<file path="src/rtl/vga_box_overlay.sv">
// vga_box_overlay: draws a hollow cursor box over the VGA pixel stream.
// The box position is loaded by a valid/ready handshake and takes effect at vertical sync.
// Ports: iVGA_CLK/iRST_n (async active-low) clock and reset; iHS/iVS/iBLANK_n and iB/iG/iR
// carry video from the controller; iPOS_X/iPOS_Y/iPOS_VALID/oPOS_READY form the position
// handshake; oHS/oVS/oBLANK_n and oB/oG/oR drive the DAC one clock behind the inputs;
// oFRAME_TICK pulses for one clock when a new position takes effect.
// Optional macro CURSOR_BLINK_EN: blinks the box using bit BLINK_SHIFT of a frame counter.
module vga_box_overlay #(
   parameter int          VIDEO_W = 640,
   parameter int          VIDEO_H = 480,
   parameter int          BOX_W   = 32,
   parameter int          BOX_H   = 32,
   parameter int          BORDER  = 2,
   parameter logic [23:0] BOX_BGR = 24'h00FF00,
   parameter int          INIT_X  = 0,
   parameter int          INIT_Y  = 0
`ifdef CURSOR_BLINK_EN
  ,parameter int          BLINK_SHIFT = 4
`endif
) (
   input  logic       iVGA_CLK,
   input  logic       iRST_n,
   input  logic       iHS,
   input  logic       iVS,
   input  logic       iBLANK_n,
   input  logic [7:0] iB,
   input  logic [7:0] iG,
   input  logic [7:0] iR,
   input  logic [9:0] iPOS_X,
   input  logic [8:0] iPOS_Y,
   input  logic       iPOS_VALID,
   output logic       oPOS_READY,
   output logic       oHS,
   output logic       oVS,
   output logic       oBLANK_n,
   output logic [7:0] oB,
   output logic [7:0] oG,
   output logic [7:0] oR,
   output logic       oFRAME_TICK
);
   localparam logic [9:0] X_MAX = 10'(VIDEO_W - BOX_W);
   localparam logic [8:0] Y_MAX = 9'(VIDEO_H - BOX_H);
   logic [9:0] x_cnt, box_x, pend_x, clamp_x;
   logic [8:0] y_cnt, box_y, pend_y, clamp_y;
   logic pend, vs_d, blank_d, vs_fall, in_box, on_edge, show, draw;
   logic [10:0] px, py, bx, by;
   assign vs_fall    = vs_d & ~iVS;
   assign oPOS_READY = ~pend;
   assign clamp_x    = (iPOS_X > X_MAX) ? X_MAX : iPOS_X;
   assign clamp_y    = (iPOS_Y > Y_MAX) ? Y_MAX : iPOS_Y;
`ifdef CURSOR_BLINK_EN
   logic [7:0] frame_cnt;
   always_ff @(posedge iVGA_CLK or negedge iRST_n)
      if (!iRST_n) frame_cnt <= '0;
      else if (vs_fall) frame_cnt <= frame_cnt + 8'd1;
   assign show = ~frame_cnt[BLINK_SHIFT];
`else
   assign show = 1'b1;
`endif
   // 11-bit arithmetic so bx+BOX_W-1 at the right screen edge cannot wrap to 0
   always_comb begin
      px      = {1'b0, x_cnt};
      py      = {2'b0, y_cnt};
      bx      = {1'b0, box_x};
      by      = {2'b0, box_y};
      in_box  = px >= bx && px <= bx + 11'(BOX_W - 1) && py >= by && py <= by + 11'(BOX_H - 1);
      on_edge = px < bx + 11'(BORDER) || px >= bx + 11'(BOX_W - BORDER) ||
                py < by + 11'(BORDER) || py >= by + 11'(BOX_H - BORDER);
      draw    = iBLANK_n && in_box && on_edge && show;
   end
   always_ff @(posedge iVGA_CLK or negedge iRST_n)
      if (!iRST_n) begin
         oHS         <= 1'b1;
         oVS         <= 1'b1;
         oBLANK_n    <= 1'b0;
         oB          <= '0;
         oG          <= '0;
         oR          <= '0;
         oFRAME_TICK <= 1'b0;
         vs_d        <= 1'b1;
         blank_d     <= 1'b0;
         x_cnt       <= '0;
         y_cnt       <= '0;
         box_x       <= 10'(INIT_X);
         box_y       <= 9'(INIT_Y);
         pend_x      <= '0;
         pend_y      <= '0;
         pend        <= 1'b0;
      end else begin
         oHS         <= iHS;
         oVS         <= iVS;
         oBLANK_n    <= iBLANK_n;
         oB          <= draw ? BOX_BGR[23:16] : iB;
         oG          <= draw ? BOX_BGR[15:8]  : iG;
         oR          <= draw ? BOX_BGR[7:0]   : iR;
         vs_d        <= iVS;
         blank_d     <= iBLANK_n;
         x_cnt       <= iBLANK_n ? x_cnt + 10'd1 : '0;
         y_cnt       <= !iVS ? '0 :
                        (blank_d && !iBLANK_n && y_cnt != 9'(VIDEO_H)) ? y_cnt + 9'd1 : y_cnt;
         // only a request pending before the VS edge is applied; ready is low while pending
         oFRAME_TICK <= vs_fall && pend;
         if (vs_fall && pend) begin
            box_x <= pend_x;
            box_y <= pend_y;
            pend  <= 1'b0;
         end else if (iPOS_VALID && !pend) begin
            pend_x <= clamp_x;
            pend_y <= clamp_y;
            pend   <= 1'b1;
         end
      end
endmodule

</file>
<file path="config.mk">
export PLATFORM = sky130hd
export DESIGN_NAME = vga_box_overlay
export DESIGN_NICKNAME = d
export VERILOG_FILES = /design/src/rtl/vga_box_overlay.sv
export SDC_FILE = /design/constraint.sdc
export NUM_CORES = 1
export LEC_CHECK = 0
export ABC_AREA = 1
export CAP_MARGIN = 20
export CORE_ASPECT_RATIO = 0.5
export CORE_MARGIN = 3
export CORE_UTILIZATION = 60
export CTS_CLUSTER_SIZE = 16
export DETAILED_ROUTE_END_ITERATION = 8
export GPL_TIMING_DRIVEN = 0
export HOLD_SLACK_MARGIN = 0.15
export PLACE_DENSITY_LB_ADDON = 0.25
export SETUP_SLACK_MARGIN = 0.2
export SKIP_LAST_GASP = 1
export SYNTH_ARGS = -nofsm -noshare
export SYNTH_HDL_FRONTEND = slang
export SYNTH_SLANG_ARGS = --single-unit
</file>
<file path="constraint.sdc">
create_clock -name iVGA_CLK -period 6.4 [get_ports iVGA_CLK]
set_input_delay 0.96 -clock iVGA_CLK [delete_from_list [all_inputs] [get_ports iVGA_CLK]]
set_output_delay 0.96 -clock iVGA_CLK [all_outputs]
set_load 0.02 [all_outputs]
</file>
==> summary.txt, run 1 <==
synthesized netlist cell count: 773
Most common cell on crit path: nand2_1
Ys Warns: 0
Slew HR: 65.88%
Hold Path Class: in2async
GRT met1 Usage: 35.99%
row cnt: 25
Worst-Margin Slew: 0.5064 ns
total global-route track usage: 26.20%
Pleak: 3.725 nW
Post-synth EDFFs: 0
Top FF cell, synth: dfrtp_1
H-tree depth: 3
Mean Syn Cell Area: 7.833 um2
R2R depth: 17
WS Path Type: reg2reg
fin cells: 1002
Util after Layout: 76.00%
First-pass DRT Iterations: 5
status: finished, final reports clean
Critical Path Sink Type: register
DRC viols: 0
global routing's busiest layer: met2
Final Setup Violations: 0
total clock buffers created by CTS: 9
Critical Path Source Type: register
WP depth: 17
Worst EP required: 6.62 ns
ant diodes: 0
Yosys reg bits: 86
CTS tree: done
maximum VDD drop: 0.1789 mV
syn_nets: 903
routed vias: 5311
Final Slew Violations: 0
Final period util: 52.80%
setup TNS: 0 ns
Initial DRC Count: 335
post-route minimum period: 3.379 ns
register area share after synthesis: 35.59%
PwrDens: 275.4 nW/um2
Crit-path slowest cell: dfrtp_1
synthesized cell area: 6055 um2
Hold Buf Count CTS: 0
crit-path max cell delay: 0.44 ns
port bufs: 77
Initial Util: 62.84%
R2R setup slack: 3.02 ns
Core ar.: 9634 um2
Synth cell types: 35
Resize count post-CTS: 0
share of cells above drive strength 1: 5.767%
Crit Reg-Reg Endpoint: oR[5]
Wirelength per Cell: 14.26 um
DP HPWL: 10990 um
crit-path max FO: 10
Critical Path AT: 3.60 ns
Max-Cap Viols: 0
layout net count: 992
clk buf depth: 2
Worst-Skew Late Latency: 0.34 ns
DIE WIDTH: 148.1 um
RSZ-0062 raised after global routing: false
Reg-to-Reg Start: box_y[2]
clk slew on worst S/H paths: 0.06 ns
Vias/cell: 5.300
Congestion Overflow GR: 0
Cell Chain, Critical Path: inv_1 > ha_1 > a21boi_0 > nand2_1 > nand2_1 > xor2_1 > ha_1 > a21o_1 > nor2_1 > nand2_1 > nand2_1 > nand2_1 > nand2_1 > nand3_1 > nor2_2 > buf_4 > a21oi_2
largest net degree at the start of global routing: 75
fillers: 734
setup bufs post-CTS: 0
P&R area growth vs syn: 20.93%
antenna violations before repair: 0
I/O pin cnt: 78
worst path bufs/invs: 2
FMAX: 295.9 MHz
CP endpoint: oR[5]
met3 usage: 5.136%
Clock Skews: 0.005541 ns
DRT antenna net count: 0
total die area: 11410 um2
Placer Congestion: 0.9553
worst hold margin: 0.4650 ns
Root Buffer: clkbuf_16
Cells after DPL: 986
die height: 77.03 um
FFs w/ async S/R, synth: 100.0%
met2 usage: 42.79%
CTS Sinks: 86
first-pass GRT wire length: 24170 um
Top Family by Delay on Critical Path: simple AND/OR/NAND/NOR gates
Routed WL: 14290 um
Setup crit start: box_y[2]
vias in the first global route: 5157
Hold Fails Final Rpt: 0
-- metal layers --
| metal | vias up | part of all wire, % |
|---|---|---|
| met5 | - | 0 |
| met4 | 0 | 1.5 |
| met3 | 20 | 6.2 |
| met2 | 159 | 47 |
| met1 | 2461 | 45 |
| li1 | 2671 | - |
-- worst reg2reg max path, delay by kind of cell, from the launching register on --
kind | cells | cell delay, ns
compound gates | 3 | 0.60
xor+xnor | 1 | 0.15
fa+ha+maj | 2 | 0.51
buf+inv | 2 | 0.49
flops | 1 | 0.44
simple gates | 9 | 1.07
-- synth_stat cells, types with 3 or more instances --
cell | count | area, um2
nand2_1 | 189 | 709.4
inv_1 | 105 | 394.1
dfrtp_1 | 84 | 2102
ha_1 | 81 | 1013
nor2_1 | 68 | 255.2
o21ai_0 | 46 | 230.2
a21oi_1 | 38 | 190.2
xor2_1 | 37 | 324.1
nand3_1 | 28 | 140.1
nand4_1 | 12 | 75.07
nor3_1 | 12 | 60.06
a21oi_2 | 11 | 96.34
clkbuf_1 | 9 | 33.78
buf_4 | 6 | 45.04
nand3b_1 | 6 | 45.04
xnor2_1 | 6 | 52.55
o211ai_1 | 4 | 30.03
a21o_1 | 3 | 22.52
inv_2 | 3 | 11.26
nand2_2 | 3 | 18.77
o21a_1 | 3 | 22.52
-- logic make-up (layout without fill, tap and decap cells) --
logic type	Yosys count	count (layout)	share of synthesized area [%]
flops	86	86	35.59
fa+ha+maj	81	81	16.74
simple gates	327	327	22.81
buf+inv	127	221	8.411
compound gates	109	109	10.23
xor+xnor	43	43	6.220
-- power breakdown --
group	internal [mW]	total, mW	leakage (nW)	switching (mW)
clock network	0.323	0.525	0.146	0.202
logic	0.319	0.819	2.50	0.500
registers	0.618	0.671	1.08	0.0536
-- area by class of cell --
type                       count  area (um2)  share of cell area (%)
clock buffer                  13       260.3                   3.554
sequential                    86        2155                   29.43
inverter                     109       409.1                   5.588
buffer                        18       100.1                   1.367
tap                          135       168.9                   2.307
timing repair buffer          78       795.8                   10.87
multi-input combinational    560        3391                   46.31
clock inverter                 3       42.54                  0.5810
-- layout by cell type, fill, tap and decap left out, types with 2 or more instances in the layout --
master | synthesis | routed
o21a_1 | 3 | 3
nand2_1 | 189 | 189
nand4_1 | 12 | 12
nand3_1 | 28 | 28
nor3_1 | 12 | 12
clkbuf_8 | 0 | 2
dfrtp_1 | 84 | 84
clkbuf_2 | 2 | 2
buf_4 | 6 | 7
xnor2_1 | 6 | 6
a21oi_1 | 38 | 38
nor4_1 | 2 | 2
inv_2 | 3 | 3
clkbuf_16 | 0 | 9
o21ai_0 | 46 | 46
clkdlybuf4s50_1 | 0 | 76
nor2_1 | 68 | 68
xor2_1 | 37 | 37
ha_1 | 81 | 81
nor2_2 | 2 | 2
o211ai_1 | 4 | 4
clkbuf_1 | 9 | 11
a21oi_2 | 11 | 11
dfstp_2 | 2 | 2
inv_1 | 105 | 105
a21o_1 | 3 | 3
nand3b_1 | 6 | 6
or2_2 | 2 | 2
nand2_2 | 3 | 3
-- worst min-delay path by stage --
stage | start | endpoint | slack (ns) | cells past startpoint
5_1_grt | iRST_n | y_cnt[0] | 0.47 | 1
3_3_place_gp | pend_y[8] | box_y[8] | 0.47 | 2
4_1_cts | iRST_n | y_cnt[0] | 0.46 | 1
3_5_place_dp | pend_x[1] | pend_x[1] | 0.47 | 2
2_1_floorplan | pend_x[0] | pend_x[0] | 0.45 | 2
6_report | iRST_n | y_cnt[7] | 0.46 | 1
-- registers in the layout (all words and copies together), names as in the netlist, 8 cells and up --
name / flops
pend_y: 9
oR: 8
oG: 8
pend_x: 10
box_y: 9
oB: 8
box_x: 10
x_cnt: 10
y_cnt: 9
-- through the flow --
| step | worst slack, ns | power [mW] | instance area (um2) |
|---|---|---|---|
| 3_3_place_gp | 1.369 | 1.437 | 6994 |
| 4_1_cts | 3.046 | 2.015 | 7322 |
| 2_1_floorplan | 3.648 | 1.241 | 6055 |
| 6_report | 3.021 | 2.016 | 7322 |
| 5_1_grt | 2.822 | 2.167 | 7322 |
| 3_5_place_dp | 3.099 | 1.477 | 7019 |
No activity file was read; power rests on OpenSTA's default activity.
==> run 2: changes to the inputs <==
CORE_UTILIZATION = 57   (was 60)
clock period = 3.2 ns   (was 6.4 ns; I/O delays follow)
==> run 2 against run 1 <==
Effect of this change: setup slack got worse by 2.7 ns; maximum frequency rose by 17%; highest routed layer unchanged; via count rose by 3.4%; global-route usage rose by 0.12 points; clock skew rose by 0.0044 ns; die area rose by 5.0%; sequential share of layout area fell by 0.66 points; critical path type unchanged; register-to-register slack got worse by 2.7 ns; largest power group unchanged; power rose by 100%; core utilization fell by 0.14 points; hold slack improved by 0.018 ns; critical path depth did not move.
==> summary.txt, run 2 (same netlist as run 1, synthesis figures left out) <==
Pleak: 3.796 nW (was 3.725 nW)
Worst-Skew Late Latency: 0.35 ns (was 0.34 ns)
Critical Path AT: 3.14 ns (was 3.60 ns)
ant diodes: 0 (unchanged)
Vias/cell: 5.415 (was 5.300)
Most common cell on crit path: nand2_1 (unchanged)
Routed WL: 15670 um (was 14290 um)
Initial DRC Count: 316 (was 335)
crit-path max FO: 8 (was 10)
Util after Layout: 75.86% (was 76.00%)
placed cell area: 7019 um2 (unchanged)
Setup WS pre-CTS: -0.1586 ns (was 3.099 ns)
clock power share: 25.6% (was 26.1%)
Largest regs: box_x x10, pend_x x10, x_cnt x10 (unchanged)
Hold Path Class: reg2reg (was in2async)
Core ar.: 9884 um2 (was 9634 um2)
row cnt: 25 (unchanged)
maximum VDD drop: 0.3105 mV (was 0.1789 mV)
min-delay src: pend_x[2]
port bufs: 77 (unchanged)
WS Path Type: reg2reg (unchanged)
Wirelength per Cell: 15.45 um (was 14.26 um)
total clock buffers created by CTS: 9 (unchanged)
fillers: 708 (was 734)
register share of total power: 32.7% (was 33.3%)
PwrDens: 549.9 nW/um2 (was 275.4 nW/um2)
DRT antenna net count: 0 (unchanged)
die height: 78.88 um (was 77.03 um)
first-pass GRT wire length: 24840 um (was 24170 um)
layout net count: 1004 (was 992)
post-route minimum period: 2.899 ns (was 3.379 ns)
routed vias: 5491 (was 5311)
status: finished, final reports clean (unchanged)
DP HPWL: 11630 um (was 10990 um)
FMAX: 345.0 MHz (was 295.9 MHz)
CTS tree: done (unchanged)
Hold Fails Final Rpt: 0 (unchanged)
R2R setup slack: 0.30 ns (was 3.02 ns)
Clock Skews: 0.009937 ns (was 0.005541 ns)
vias in the first global route: 5035 (was 5157)
Max-Cap Viols: 0 (unchanged)
RSZ-0062 raised after global routing: false (unchanged)
Slew HR: 64.65% (was 65.88%)
H-tree depth: 3 (unchanged)
internal power: 2.540 mW (was 1.260 mW)
Critical Path Sink Type: register (unchanged)
I/O pin cnt: 78 (unchanged)
Final period util: 90.59% (was 52.80%)
DIE WIDTH: 151.8 um (was 148.1 um)
clk buf depth: 2 (unchanged)
Reg-to-Reg Start: box_y[1] (was box_y[2])
worst hold margin: 0.4834 ns (was 0.4650 ns)
Hold Crit Depth: 2
P&R area growth vs syn: 23.85% (was 20.93%)
Congestion Overflow GR: 0 (unchanged)
Gate power share: 41.7% (was 40.6%)
Final Slew Violations: 0 (unchanged)
Net Sw Frac: 38.39% (was 37.51%)
Root Buffer: clkbuf_16 (unchanged)
Initial Util: 61.25% (was 62.84%)
Top Family by Delay on Critical Path: simple AND/OR/NAND/NOR gates (unchanged)
most frequent cells in the layout: nand2_1 (187), inv_1 (100), dfrtp_1 (82) (was nand2_1 (189), inv_1 (105), dfrtp_1 (84))
setup ws final: 0.3011 ns (was 3.021 ns)
CTS Sinks: 86 (unchanged)
total die area: 11970 um2 (was 11410 um2)
total global-route track usage: 26.31% (was 26.20%)
Placer Congestion: 0.9236 (was 0.9553)
First-pass DRT Iterations: 5 (unchanged)
most common library cell in the layout ignoring fill and taps: nand2_1 (unchanged)
Cell Chain, Critical Path: inv_4 > ha_2 > a21boi_4 > nand2_2 > nand2_1 > xor2_1 > ha_1 > a21o_1 > nor2_1 > nand2_1 > nand2_1 > nand2_1 > nand2_2 > nand3_2 > nor2_4 > clkbuf_16 > a21oi_2 (was inv_1 > ha_1 > a21boi_0 > nand2_1 > nand2_1 > xor2_1 > ha_1 > a21o_1 > nor2_1 > nand2_1 > nand2_1 > nand2_1 > nand2_1 > nand3_1 > nor2_2 > buf_4 > a21oi_2)
DRC viols: 0 (unchanged)
share of cells above drive strength 1: 8.874% (was 5.767%)
Worst Hold Path EP: pend_x[2]
design area: 7498 um2 (was 7322 um2)
Worst-Margin Slew: 0.5254 ns (was 0.5064 ns)
Crit-path slowest cell: dfrtp_1 (unchanged)
Final Setup Violations: 0 (unchanged)
antenna violations before repair: 0 (unchanged)
crit-path max cell delay: 0.43 ns (was 0.44 ns)
R2R depth: 17 (unchanged)
largest net degree at the start of global routing: 65 (was 75)
worst path bufs/invs: 2 (unchanged)
Worst EP required: 3.44 ns (was 6.62 ns)
clk slew on worst S/H paths: 0.07 ns (was 0.06 ns)
Switch Pwr: 1.583 mW (was 0.7563 mW)
Setup crit start: box_y[1] (was box_y[2])
Critical Path Source Type: register (unchanged)
Crit Reg-Reg Endpoint: oR[3] (was oR[5])
-- run 2: power by group through the flow --
stage / registers [mW] / logic (mW) / clock network, mW
after global placement: 1.35 / 1.52 / 0
after CTS: 1.34 / 1.61 / 1.06
after global routing: 1.37 / 1.94 / 1.12
after floorplan: 1.36 / 1.12 / 0
final: 1.35 / 1.72 / 1.05
after detailed placement: 1.36 / 1.59 / 0
-- run 2: worst max-delay path by stage --
stage	end	slack (ns)	depth (start not counted)
final	oR[3]	0.30	17
after detailed placement	oR[6]	-0.16	17
after global placement	y_cnt[8]	-1.36	1
after floorplan	oB[4]	0.45	17
after global routing	oR[3]	0.11	17
after CTS	oR[6]	0.21	18
-- run 2: what timing repair did --
action,4_1_cts,5_1_grt
hold buffers,1,0
setup endpoints to repair,24,24
hold endpoints to repair,21,0
resized for setup,6,22
cloned,0,1
pin swaps,0,1
setup buffers,0,10
-- run 2: layout make-up --
cell class,instances,area [um2],area share (%)
multi-input combinational,560,3438,45.85
sequential,86,2157,28.77
timing repair buffer,90,905.9,12.08
inverter,109,416.7,5.556
clock buffer,10,229.0,3.054
tap,135,168.9,2.253
buffer,18,112.6,1.502
clock inverter,6,70.07,0.9344
-- run 2: worst register-to-register path, stage by stage (launching register included) --
cell and delay, ns:
dfrtp_1 0.43, inv_4 0.11, ha_2 0.22, a21boi_4 0.21
nand2_2 0.09, nand2_1 0.08, xor2_1 0.17, ha_1 0.26
a21o_1 0.18, nor2_1 0.11, nand2_1 0.06, nand2_1 0.05
nand2_1 0.06, nand2_2 0.09, nand3_2 0.10, nor2_4 0.30
clkbuf_16 0.22, a21oi_2 0.06
-- run 2: per-layer routing --
layer	vias to the layer above	track usage, %	part of all wire, %
met1	2596	35.51	43
met5	-	0	0
met2	153	43.89	49
met3	43	5.416	5.5
met4	0	6.183	2.6
li1	2699	-	-
-- run 2: through the flow --
step,std cells,power (mW),setup TNS [ns]
after floorplan,773,2.482,0
after global routing,1014,4.433,0
final,1014,4.123,0
after CTS,1003,4.019,0
after global placement,985,2.874,-114.80
after detailed placement,986,2.949,-1.568
